==> src/rtl/uart_tx_arbiter.sv <==
// Packet-locked round-robin arbiter sharing one UART serializer between N byte-stream
// requesters; a grant ends on the last byte, after MAX_BURST bytes, or on an idle timeout.
module uart_tx_arbiter #(
  parameter int N            = 4,
  parameter int MAX_BURST    = 16,
  parameter int IDLE_TIMEOUT = 1024
) (
  input  logic           clk,
  input  logic           reset,
  input  logic [N-1:0]   req_valid,
  input  logic [8*N-1:0] req_data,
  input  logic [N-1:0]   req_last,
  output logic [N-1:0]   req_ready,
  output logic [N-1:0]   o_grant,
  output logic           o_tx_start,
  output logic [7:0]     o_tx_data,
  input  logic           i_tx_busy,
  input  logic           i_tx_done,
  output logic           o_timeout
);

  localparam int IW = (N > 1) ? $clog2(N) : 1;
  localparam int BW = $clog2(MAX_BURST + 1);
  localparam int TW = $clog2(IDLE_TIMEOUT + 1);
  localparam logic [N-1:0] GRANT_ONE = {{(N-1){1'b0}}, 1'b1};

  typedef enum logic [1:0] {S_IDLE, S_SEND, S_START, S_WAIT} state_t;

  state_t          state_q;
  logic [IW-1:0]   grant_idx_q;
  logic [IW-1:0]   rr_ptr_q;
  logic [7:0]      data_q;
  logic            last_q;
  logic [BW-1:0]   burst_cnt_q;
  logic [TW-1:0]   idle_cnt_q;
  logic [N-1:0]    grant_q;
  logic            tx_start_q;
  logic            timeout_q;

  logic            win_any;
  logic [IW-1:0]   win_idx;
  logic [IW:0]     scan_sum;
  logic [IW-1:0]   scan_idx;
  logic            own_valid;
  logic [7:0]      own_data;
  logic            own_last;
  logic [IW-1:0]   rr_ptr_d;
  logic [BW-1:0]   burst_cnt_d;
  logic [TW-1:0]   idle_cnt_d;

  assign o_grant    = grant_q;
  assign o_tx_start = tx_start_q;
  assign o_tx_data  = data_q;
  assign o_timeout  = timeout_q;

  assign own_valid   = req_valid[grant_idx_q];
  assign own_data    = req_data[8*grant_idx_q +: 8];
  assign own_last    = req_last[grant_idx_q];
  assign rr_ptr_d    = (grant_idx_q == IW'(N-1)) ? {IW{1'b0}} : grant_idx_q + IW'(1);
  assign burst_cnt_d = burst_cnt_q + BW'(1);
  assign idle_cnt_d  = (idle_cnt_q == TW'(IDLE_TIMEOUT)) ? idle_cnt_q : idle_cnt_q + TW'(1);

  // Rotating priority scan starting at rr_ptr; the first valid requester wins.
  always_comb begin
    win_any  = 1'b0;
    win_idx  = rr_ptr_q;
    scan_sum = {(IW+1){1'b0}};
    scan_idx = {IW{1'b0}};
    for (int k = 0; k < N; k++) begin
      scan_sum = {1'b0, rr_ptr_q} + (IW+1)'(k);
      if (scan_sum >= (IW+1)'(N)) begin
        scan_sum = scan_sum - (IW+1)'(N);
      end else begin
        scan_sum = scan_sum;
      end
      scan_idx = scan_sum[IW-1:0];
      if (!win_any && req_valid[scan_idx]) begin
        win_any = 1'b1;
        win_idx = scan_idx;
      end else begin
        win_any = win_any;
      end
    end
  end

  // Only the owner may hand over a byte, and only while the serializer is free.
  always_comb begin
    req_ready = {N{1'b0}};
    if (state_q == S_SEND && !i_tx_busy) begin
      req_ready[grant_idx_q] = 1'b1;
    end else begin
      req_ready = {N{1'b0}};
    end
  end

  always_ff @(posedge clk) begin
    if (reset) begin
      state_q     <= S_IDLE;
      grant_idx_q <= {IW{1'b0}};
      rr_ptr_q    <= {IW{1'b0}};
      data_q      <= 8'h00;
      last_q      <= 1'b0;
      burst_cnt_q <= {BW{1'b0}};
      idle_cnt_q  <= {TW{1'b0}};
      grant_q     <= {N{1'b0}};
      tx_start_q  <= 1'b0;
      timeout_q   <= 1'b0;
    end else begin
      tx_start_q <= 1'b0;
      timeout_q  <= 1'b0;
      case (state_q)
        S_IDLE: begin
          if (win_any) begin
            grant_idx_q <= win_idx;
            grant_q     <= GRANT_ONE << win_idx;
            burst_cnt_q <= {BW{1'b0}};
            idle_cnt_q  <= {TW{1'b0}};
            state_q     <= S_SEND;
          end
        end
        S_SEND: begin
          if (own_valid && !i_tx_busy) begin
            data_q      <= own_data;
            last_q      <= own_last;
            burst_cnt_q <= burst_cnt_d;
            idle_cnt_q  <= {TW{1'b0}};
            tx_start_q  <= 1'b1;
            state_q     <= S_START;
          end else if (!own_valid) begin
            idle_cnt_q <= idle_cnt_d;
            // Stalled owner: give the serializer to someone else without ending its packet.
            if (idle_cnt_d >= TW'(IDLE_TIMEOUT)) begin
              timeout_q <= 1'b1;
              rr_ptr_q  <= rr_ptr_d;
              grant_q   <= {N{1'b0}};
              state_q   <= S_IDLE;
            end
          end
        end
        S_START: begin
          state_q <= S_WAIT;
        end
        S_WAIT: begin
          if (i_tx_done) begin
            if (last_q || burst_cnt_q == BW'(MAX_BURST)) begin
              rr_ptr_q <= rr_ptr_d;
              grant_q  <= {N{1'b0}};
              state_q  <= S_IDLE;
            end else begin
              state_q <= S_SEND;
            end
          end
        end
        default: begin
          grant_q <= {N{1'b0}};
          state_q <= S_IDLE;
        end
      endcase
    end
  end

endmodule
==> config.mk <==
export PLATFORM = sky130hd
export DESIGN_NAME = uart_tx_arbiter
export DESIGN_NICKNAME = d
export VERILOG_FILES = /design/src/rtl/uart_tx_arbiter.sv
export SDC_FILE = /design/constraint.sdc
export NUM_CORES = 1
export LEC_CHECK = 0
export ABC_AREA = 1
export BUFFER_PORTS_ARGS = -buffer_cell sky130_fd_sc_hd__buf_2
export CORE_UTILIZATION = 30
export DETAILED_ROUTE_END_ITERATION = 10
export PLACE_DENSITY = 0.59
export SLEW_MARGIN = 30
export SYNTH_ARGS = -nofsm -noshare
export SYNTH_HDL_FRONTEND = slang
export SYNTH_SLANG_ARGS = --single-unit
==> constraint.sdc <==
create_clock -name clk -period 1.6 [get_ports clk]
set_input_delay 0.4 -clock clk [delete_from_list [all_inputs] [get_ports clk]]
set_output_delay 0.4 -clock clk [all_outputs]
set_load 0.02 [all_outputs]
==> flow_summary.yaml, run 1 <==
route:
  wl_per_cell_um: 12.4
  routed_wl_um: 7610
  route.detailed.drc: 0
  via_count: 2953
  drtAntennaViolNets: 0
  dr.first_iter.drc_count: 143
  dr.pass1.iters: 4
  drt-vias-per-instance: 4.83
final_layout:
  area_delta_synth_final_pct: 56.7
  post-route-util: 0.487
  fin_nets: 558
  diodes: 0
  final_cells: 612
  final_layout_size_suffix_gt1_frac: 0.477
  mostFrequentLayoutCells: "69 x nand2_1, 57 x buf_2, 56 x buf_4"
  layout_commonest_cell: "nand2_1"
timing:
  hold_viol_final: 0
  final_max_slew_viol_count: 0
  worst_slew_pin_slew_ps: 395
  skew_ps: 6.21
  setup-tns-final_ps: -847
  setup_viol: 20
  rsz0062_at_grt: "yes"
  max-slew-margin-rel: 0.736
  fmax_ghz: 0.594
  post-route-period-util: 1.05
  holdWs_ps: 389
  finalCriticalPeriod_ps: 1680
  setup_ws_ps: -83.2
clock_network:
  cts_buffers: 5
  clock_path_buffers: 2
  cts_tree: "yes"
  htreeDepth: 2
  clockRootBuffer: "clkbuf_8"
  clk_latency_ps: 310
  clk_pin_slew_worst_paths_ps: 90
  clkSinkCount: 37
placement:
  dp_cells: 587
  portBuffers: 61
  gp_congestion: 0.836
  dpl.hpwl_um: 5250
floorplanning:
  die_y_um: 94.2
  dieArea_um2: 8880
  rows: 33
  die_w_um: 94.2
  start_util: 0.310
  ios: 62
  coreArea_um2: 8220
pwr:
  peakVddDrop_mv: 0.559
  powerDensity_nw_per_um2: 1560
  intPower_uw: 3310
  leakage_uw: 0.00182
  switchingPower_uw: 2950
  p_seq_frac: 0.203
  combPwrFrac: 0.681
  p_clk_frac: 0.116
  switching_share: 0.471
  finalPower_uw: 6260
worst_setup_path:
  cp-start-kind: "flop"
  worstPathArrival_ps: 1930
  crit_fanout: 7
  reg2reg_slack_ps: -80
  critPathRequiredTime_ps: 1850
  criticalPathCategory: "flop to flop"
  end_kind: "flop"
logic_synthesis:
  postSynthCellCount: 380
  yosysTopAreaCell: "dfxtp_1"
  syn_avg_cell_area_um2: 6.71
  synthesis.area_um2: 2550
  syn_nets: 432
  async_flop_share: 0
  synth.yosys.seq_area_share: 0.290
  synth_edf_count: 0
  ys_warn_count: 0
  ys_types: 38
  synth_top_area_share: 0.290
  ys.flop_type: "dfxtp_1"
  ys_ff_latch: 37
  synth_area_leaders: "dfxtp_1 29%, nand2_1 13%, nor2_1 6.3%"
hold_path:
  hold_class: "input port to flop"
global_routing:
  met2_usage: 0.328
  gr-usage-met3: 0.0307
  grt_pass1_vias: 2926
  antenna_found_initial: 0
  grt_usage: 0.186
  grt_max_degree: 20
  grt_pass1_wl_um: 13100
  grt.busiest_layer: "met2"
  grt-ovfl-total: 0
  use_met1: 0.218
status:
  violations: "negative setup slack"
  outcome: "complete, but fails checks"
flow_run:
  maxCapViolCount: 0
-- layer usage --
layer | share of wire | vias up
met4 | 0.022 | 0
met1 | 0.44 | 1353
met3 | 0.047 | 17
met5 | 0 | -
li1 | - | 1512
met2 | 0.50 | 71
-- through the flow --
stage / setup slack (ps) / area (µm²)
floorplan: 15.0 / 2550
global placement: -136 / 3320
detailed placement: -209 / 3320
CTS: -71.3 / 3830
global route: -167 / 4000
finish: -83.2 / 4000
-- cell families after synthesis --
| family | share of synthesized area |
|---|---|
| simple gates | 0.381 |
| compound gates | 0.182 |
| buf+inv | 0.0863 |
| flops | 0.290 |
| fa+ha+maj | 0.0392 |
| xor+xnor | 0.0206 |
-- final timing paths --
path	start	cells past startpoint	end
hold / removal	reset	2	idle_cnt_q[4]$_SDFFE_PP0P_
setup / recovery	rr_ptr_q[0]$_SDFFE_PP0P_	11	idle_cnt_q[6]$_SDFFE_PP0P_
hold reg to reg	o_grant[1]$_SDFFE_PP0P_	2	o_grant[1]$_SDFFE_PP0P_
setup reg to reg	rr_ptr_q[0]$_SDFFE_PP0P_	11	idle_cnt_q[6]$_SDFFE_PP0P_
-- worst max-delay path: stages (launching register included) --
cell and delay (ps):
dfxtp_4 370, buf_6 140, nand2_4 60, nand2_2 50, nand2_1 60, nand2_2 80
nor2_8 180, nand4_4 210, nand2_8 180, buf_6 140, o21ai_2 60, a21oi_2 90
-- Yosys cell counts, types with 4 or more instances --
cell type  count
nand2_1       88
nor2_1        43
dfxtp_1       37
inv_1         34
nand3_1       29
o21ai_0       26
a21oi_1       24
nand2_2       12
o22ai_1       10
clkbuf_1       8
ha_1           8
nand4_1        8
a21oi_2        7
nand2_4        7
xor2_1         6
inv_2          4
o21ai_2        4
-- power groups by stage --
stage,clock network (µW),registers (µW),logic (µW)
global route,789,1290,4650
CTS,741,1260,3920
detailed placement,0,1230,3190
finish,726,1270,4260
floorplan,0,1300,2040
global placement,0,1230,3160
-- sequential cells by signal, summed over array words and instances (netlist names), named ones only --
register and count:
o_timeout 1, last_q 1, o_tx_data 8, o_grant 4
grant_idx_q 2, rr_ptr_q 2, burst_cnt_q 5, state_q 1
o_tx_start 1, idle_cnt_q 11
-- final cells by class --
type	instances	area, µm²
fillers	775	4220
multi-input cells	293	1880
repair buffers	130	961
flip-flops and latches	37	763
inverters	39	165
well taps	105	131
clock buffers	5	68.8
clock inverters	3	25.0
-- timing repair --
item,CTS,global route
pin swaps,22,18
hold buffers,0,0
resized for setup,84,38
gates cloned,3,0
setup endpoints to repair,38,37
buffers inserted,11,3
(Power assumes the default switching activity.)
==> inputs of run 2 (changes only) <==
--- a/config.mk
+++ b/config.mk
@@ -7,10 +7,12 @@
 export LEC_CHECK = 0
 export ABC_AREA = 1
 export BUFFER_PORTS_ARGS = -buffer_cell sky130_fd_sc_hd__buf_2
+export CORE_MARGIN = 2
 export CORE_UTILIZATION = 30
 export DETAILED_ROUTE_END_ITERATION = 10
-export PLACE_DENSITY = 0.59
+export PLACE_DENSITY = 0.57
 export SLEW_MARGIN = 30
 export SYNTH_ARGS = -nofsm -noshare
 export SYNTH_HDL_FRONTEND = slang
 export SYNTH_SLANG_ARGS = --single-unit
+export TNS_END_PERCENT = 10
==> constraint.sdc (replaced) <==
create_clock -name clk -period 2 [get_ports clk]
set_input_delay 0.5 -clock clk [delete_from_list [all_inputs] [get_ports clk]]
set_output_delay 0.5 -clock clk [all_outputs]
set_load 0.02 [all_outputs]
==> run 2 against run 1 <==
  * The flow now finishes without violations
  * Flip-flop and latch count unchanged
  * Clock power decreased by 6.6%
  * Die area increased by 4.3%
  * Core utilization down 11 points
  * Clock skew increased by 6.8 ps
  * Count of clock-buffer cells in the layout up 2
  * Routed wire length shrank 18%
  * Combinational power down 50%
  * Via count is 13% lower
  * Global-route usage decreased by 4.5 points
  * Cell count fell by 9.8%
  * Largest power group unchanged
  * Cell area down 22%
==> flow_summary.yaml, run 2 (synthesized netlist as in run 1, its figures left out) <==
final_layout:
  final_layout_size_suffix_gt1_frac: 0.275
  layout_commonest_cell: "nand2_1"
  fin_nets: 498
  final_cells: 552
  largest_register_ffs: 11
  area_delta_synth_final_pct: 22.9
  regMostFlops: "idle_cnt_q"
  diodes: 0
  fillCellCount: 882
  mostFrequentLayoutCells: "88 x nand2_1, 61 x buf_2, 43 x nor2_1"
status:
  outcome: "completed"
route:
  drt-vias-per-instance: 4.67
  via_count: 2579
  wl_per_cell_um: 11.3
  drtAntennaViolNets: 0
  routed_wl_um: 6240
  dr.first_iter.drc_count: 106
  route.detailed.drc: 0
  dr.pass1.iters: 4
placement:
  gp_congestion: 0.831
  portBuffers: 61
  pre_cts_slack_ps: 79.0
  dp_cells: 544
  dpl.hpwl_um: 4940
floorplanning:
  dieArea_um2: 9260
  ios: 62
  rows: 33
  die_y_um: 96.2
  die_w_um: 96.2
  start_util: 0.310
  coreArea_um2: 8220
hold_path:
  min_path_cells: 2
  hold_class: "flop to flop"
worst_setup_path:
  cp-start-kind: "flop"
  worstPathArrival_ps: 1440
  crit_fanout: 21
  worstSetupPathDepth: 5
  reg2reg_slack_ps: 190
  criticalPathCategory: "flop to primary output"
  end_kind: "primary output"
  critPathRequiredTime_ps: 1500
  crit_chain: "buf_4 -> ha_1 -> inv_1 -> nor2_1 -> buf_2"
  rr_worst_depth: 10
  slowest_stage: "dfxtp_1"
  path_buf_inv: 3
  slowest_delay_ps: 380
  crit_family: "buffers and inverters"
clock_network:
  clk_pin_slew_worst_paths_ps: 80
  cts_buffers: 5
  clock_path_buffers: 2
  postCtsSetupRepairBufs: 0
  clkSinkCount: 37
  cts_tree: "yes"
  clockRootBuffer: "clkbuf_8"
  htreeDepth: 2
  clk_latency_ps: 300
global_routing:
  grt_pass1_wl_um: 10400
  antenna_found_initial: 0
  grt_usage: 0.141
  grt_max_degree: 22
  grt_pass1_vias: 2406
  grt-ovfl-total: 0
timing:
  post-route-period-util: 0.970
  final_max_slew_viol_count: 0
  rsz0062_at_grt: "yes"
  skew_ps: 13.0
  hold_viol_final: 0
  finalCriticalPeriod_ps: 1940
  max-slew-margin-rel: 0.633
  worst_slew_pin_slew_ps: 546
  setup_viol: 0
  holdWs_ps: 462
  setup_ws_ps: 59.7
  fmax_ghz: 0.515
flow_run:
  maxCapViolCount: 0
pwr:
  leakage_uw: 0.00142
  powerDensity_nw_per_um2: 1210
  peakVddDrop_mv: 0.333
==> run 2: repair_timing <==
item / CTS / global route
setup endpoints to repair: 0 / 5
resized for setup: 0 / 6
hold buffers: 0 / 0
hold endpoints to repair: 0 / 0
==> run 2: stage by stage <==
stage	power (µW)	util	area (µm²)	setup TNS, ps
4_1_cts	3790	0.378	3110	0
5_1_grt	4120	0.381	3130	-54.7
2_1_floorplan	2670	-	2550	0
3_3_place_gp	3090	0.364	2990	0
6_report	3810	0.381	3130	0
3_5_place_dp	3110	0.364	2990	0
==> run 2: metal layers <==
metal	part of all wire	routed length, µm	GRT usage	vias up
li1	-	-	-	1379
met1	0.47	2930	0.172	1139
met2	0.46	2900	0.239	54
met3	0.051	317	0.0376	7
met4	0.014	88	0.0452	0
met5	0	0	0	-
==> run 2: worst min-delay path: cells and delay by family (launching register included) <==
family	cells	cell delay, ps
compound gates	1	50
flops	1	310
simple gates	1	60
==> run 2: path summary, 6_finish.rpt <==
| check | end | from |
|---|---|---|
| worst min-delay path | o_tx_data[4]$_SDFFE_PP0P_ | o_tx_data[4]$_SDFFE_PP0P_ |
| worst max-delay path | req_ready[3] | grant_idx_q[0]$_SDFFE_PP0P_ |
| worst max register to register | idle_cnt_q[8]$_SDFFE_PP0P_ | grant_idx_q[0]$_SDFFE_PP0P_ |
| worst min register to register | o_tx_data[4]$_SDFFE_PP0P_ | o_tx_data[4]$_SDFFE_PP0P_ |
==> run 2: power breakdown <==
group,internal [µW],switching [µW]
Sequential,872,116
Clock,407,271
Combinational,719,1420
==> run 2: final cells by class <==
type                            count  area (µm²)  area share
Multi-Input combinational cell    292        1610       0.512
Inverter                           39         146      0.0467
Sequential cell                    37         742       0.237
Clock inverter                      1        30.0     0.00958
Tap cell                          105         131      0.0419
Clock buffer                        7        86.3      0.0275
Timing Repair Buffer               71         393       0.125
==> inputs of run 3 (changes only) <==
--- a/config.mk
+++ b/config.mk
@@ -7,10 +7,14 @@
 export LEC_CHECK = 0
 export ABC_AREA = 1
 export BUFFER_PORTS_ARGS = -buffer_cell sky130_fd_sc_hd__buf_2
+export CELL_PAD_IN_SITES_DETAIL_PLACEMENT = 0
+export CELL_PAD_IN_SITES_GLOBAL_PLACEMENT = 1
 export CORE_MARGIN = 2
 export CORE_UTILIZATION = 30
+export CTS_CLUSTER_SIZE = 8
 export DETAILED_ROUTE_END_ITERATION = 10
-export PLACE_DENSITY = 0.57
+export HOLD_SLACK_MARGIN = 0.05
+export PLACE_DENSITY = 0.73
 export SLEW_MARGIN = 30
 export SYNTH_ARGS = -nofsm -noshare
 export SYNTH_HDL_FRONTEND = slang
==> run 3 against run 2 <==
  * Die area did not move
  * Critical path depth rose by 1
  * Global-route usage rose by 0.96 points
  * Worst hold slack improved by 3.7 ps
  * Sequential power barely moved
  * Critical endpoint is now req_ready[0]
  * Largest cell class unchanged
==> flow_summary.yaml, run 3 (synthesized netlist as in run 1, its figures left out) <==
final_layout:
  multi_input_area_um2: 1600
  ff_latch_area_um2: 746
  diodes: 0
  area_delta_synth_final_pct: 23.5
  fin_nets: 501
  mostFrequentLayoutCells: "88 x nand2_1, 61 x buf_2, 43 x nor2_1"
  fillCellCount: 885
  final_cells: 555
  largest_register_ffs: 11
  layout_commonest_cell: "nand2_1"
  regMostFlops: "idle_cnt_q"
  final_layout_size_suffix_gt1_frac: 0.293
worst_setup_path:
  rr_startpoint: "rr_ptr_q[0]$_SDFFE_PP0P_"
  criticalPathCategory: "flop to primary output"
  startpoint: "grant_idx_q[0]$_SDFFE_PP0P_"
  r2r_end: "idle_cnt_q[10]$_SDFFE_PP0P_"
  slowest_delay_ps: 350
  slowest_stage: "dfxtp_2"
  endpoint: "req_ready[0]"
  reg2reg_slack_ps: 210
  cp-start-kind: "flop"
  crit_fanout: 21
  rr_worst_depth: 11
  worstPathArrival_ps: 1420
  end_kind: "primary output"
  critPathRequiredTime_ps: 1500
  crit_chain: "inv_1 -> buf_8 -> ha_1 -> inv_1 -> nor2_1 -> buf_2"
  path_common_cell: "inv_1"
clock_network:
  clk_latency_ps: 280
  cts_buffers: 5
  cts_tree: "yes"
  clk_pin_slew_worst_paths_ps: 80
  clkSinkCount: 37
  clock_path_buffers: 2
  postCtsSetupRepairBufs: 0
  clockRootBuffer: "clkbuf_8"
  cts_hold_buf: 0
  htreeDepth: 2
route:
  dr.first_iter.drc_count: 95
  dr.pass1.iters: 4
  routed_wl_um: 6550
  drt-vias-per-instance: 4.78
  route.detailed.drc: 0
  wl_per_cell_um: 11.8
  via_count: 2652
  drtAntennaViolNets: 0
global_routing:
  grt_max_degree: 24
  grt_pass1_wl_um: 11200
  grt_usage: 0.150
  antenna_found_initial: 0
  grt_pass1_vias: 2479
  grt-ovfl-total: 0
pwr:
  peakVddDrop_mv: 0.371
  finalPower_uw: 3840
  powerDensity_nw_per_um2: 1220
  leakage_uw: 0.00142
timing:
  setup_ws_ps: 85.0
  setup_viol: 0
  holdWs_ps: 466
  final_max_slew_viol_count: 0
  setup-tns-final_ps: 0
  skew_ps: 10.3
  post-route-period-util: 0.958
  fmax_ghz: 0.522
  hold_viol_final: 0
  rsz0062_at_grt: "yes"
  worst_slew_pin_slew_ps: 545
  max-slew-margin-rel: 0.633
  finalCriticalPeriod_ps: 1920
hold_path:
  hold_class: "flop to flop"
  worstHoldStart: "o_grant[3]$_SDFFE_PP0P_"
floorplanning:
  coreArea_um2: 8220
  die_w_um: 96.2
  dieArea_um2: 9260
  die_y_um: 96.2
  rows: 33
  ios: 62
  start_util: 0.310
placement:
  dp_cells: 547
  gp_congestion: 0.802
  dpl.hpwl_um: 5170
  pre_cts_slack_ps: 114
  portBuffers: 61
status:
  outcome: "completed"
flow_run:
  maxCapViolCount: 0
==> run 3: cell types whose count changed in the layout (fill, tap and decap cells not counted), sizes merged <==
cell  before  now
buf       71   74
==> run 3: where the power goes <==
group | switching (µW) | leakage [µW] | internal, µW
Clock | 264 | 0.0000585 | 407
Combinational | 1450 | 0.00105 | 728
Sequential | 112 | 0.000302 | 876
==> run 3: metrics by stage <==
stage               area, µm²  utilization
floorplan                2550            -
global placement         3010        0.367
detailed placement       3010        0.367
CTS                      3130        0.381
global route             3150        0.384
finish                   3150        0.384
==> run 3: layout make-up <==
class / count / area share
Clock inverter: 1 / 0.00953
Clock buffer: 7 / 0.0274
Multi-Input combinational cell: 292 / 0.508
Timing Repair Buffer: 74 / 0.130
Inverter: 39 / 0.0464
Sequential cell: 37 / 0.237
Tap cell: 105 / 0.0417
==> run 3: worst min-delay path by stage <==
stage,endpoint,slack (ps),cells after the start
finish,o_grant[3]$_SDFFE_PP0P_,470,2
global route,o_tx_data[7]$_SDFFE_PP0P_,490,2
CTS,o_grant[0]$_SDFFE_PP0P_,470,2
detailed placement,o_tx_data[2]$_SDFFE_PP0P_,450,2
global placement,o_tx_data[0]$_SDFFE_PP0P_,450,2
floorplan,last_q$_SDFFE_PP0P_,430,2
==> run 3: layer usage <==
metal	global-route usage	wire (µm)	vias up
met5	0	0	-
met4	0.0262	55	0
met3	0.0337	404	4
met2	0.251	3020	70
met1	0.200	3070	1185
li1	-	-	1393
==> run 3: critical path, delay by kind of cell, from the launching register on <==
family	cells	cell delay, ps
flops	1	350
buf+inv	4	520
simple gates	1	110
fa+ha+maj	1	160
==> run 3: timing repair <==
action	in CTS	in global routing
gates cloned	0	0
hold endpoints to repair	0	0
pin swaps	0	0
setup endpoints to repair	1	9
gates resized for setup	1	8
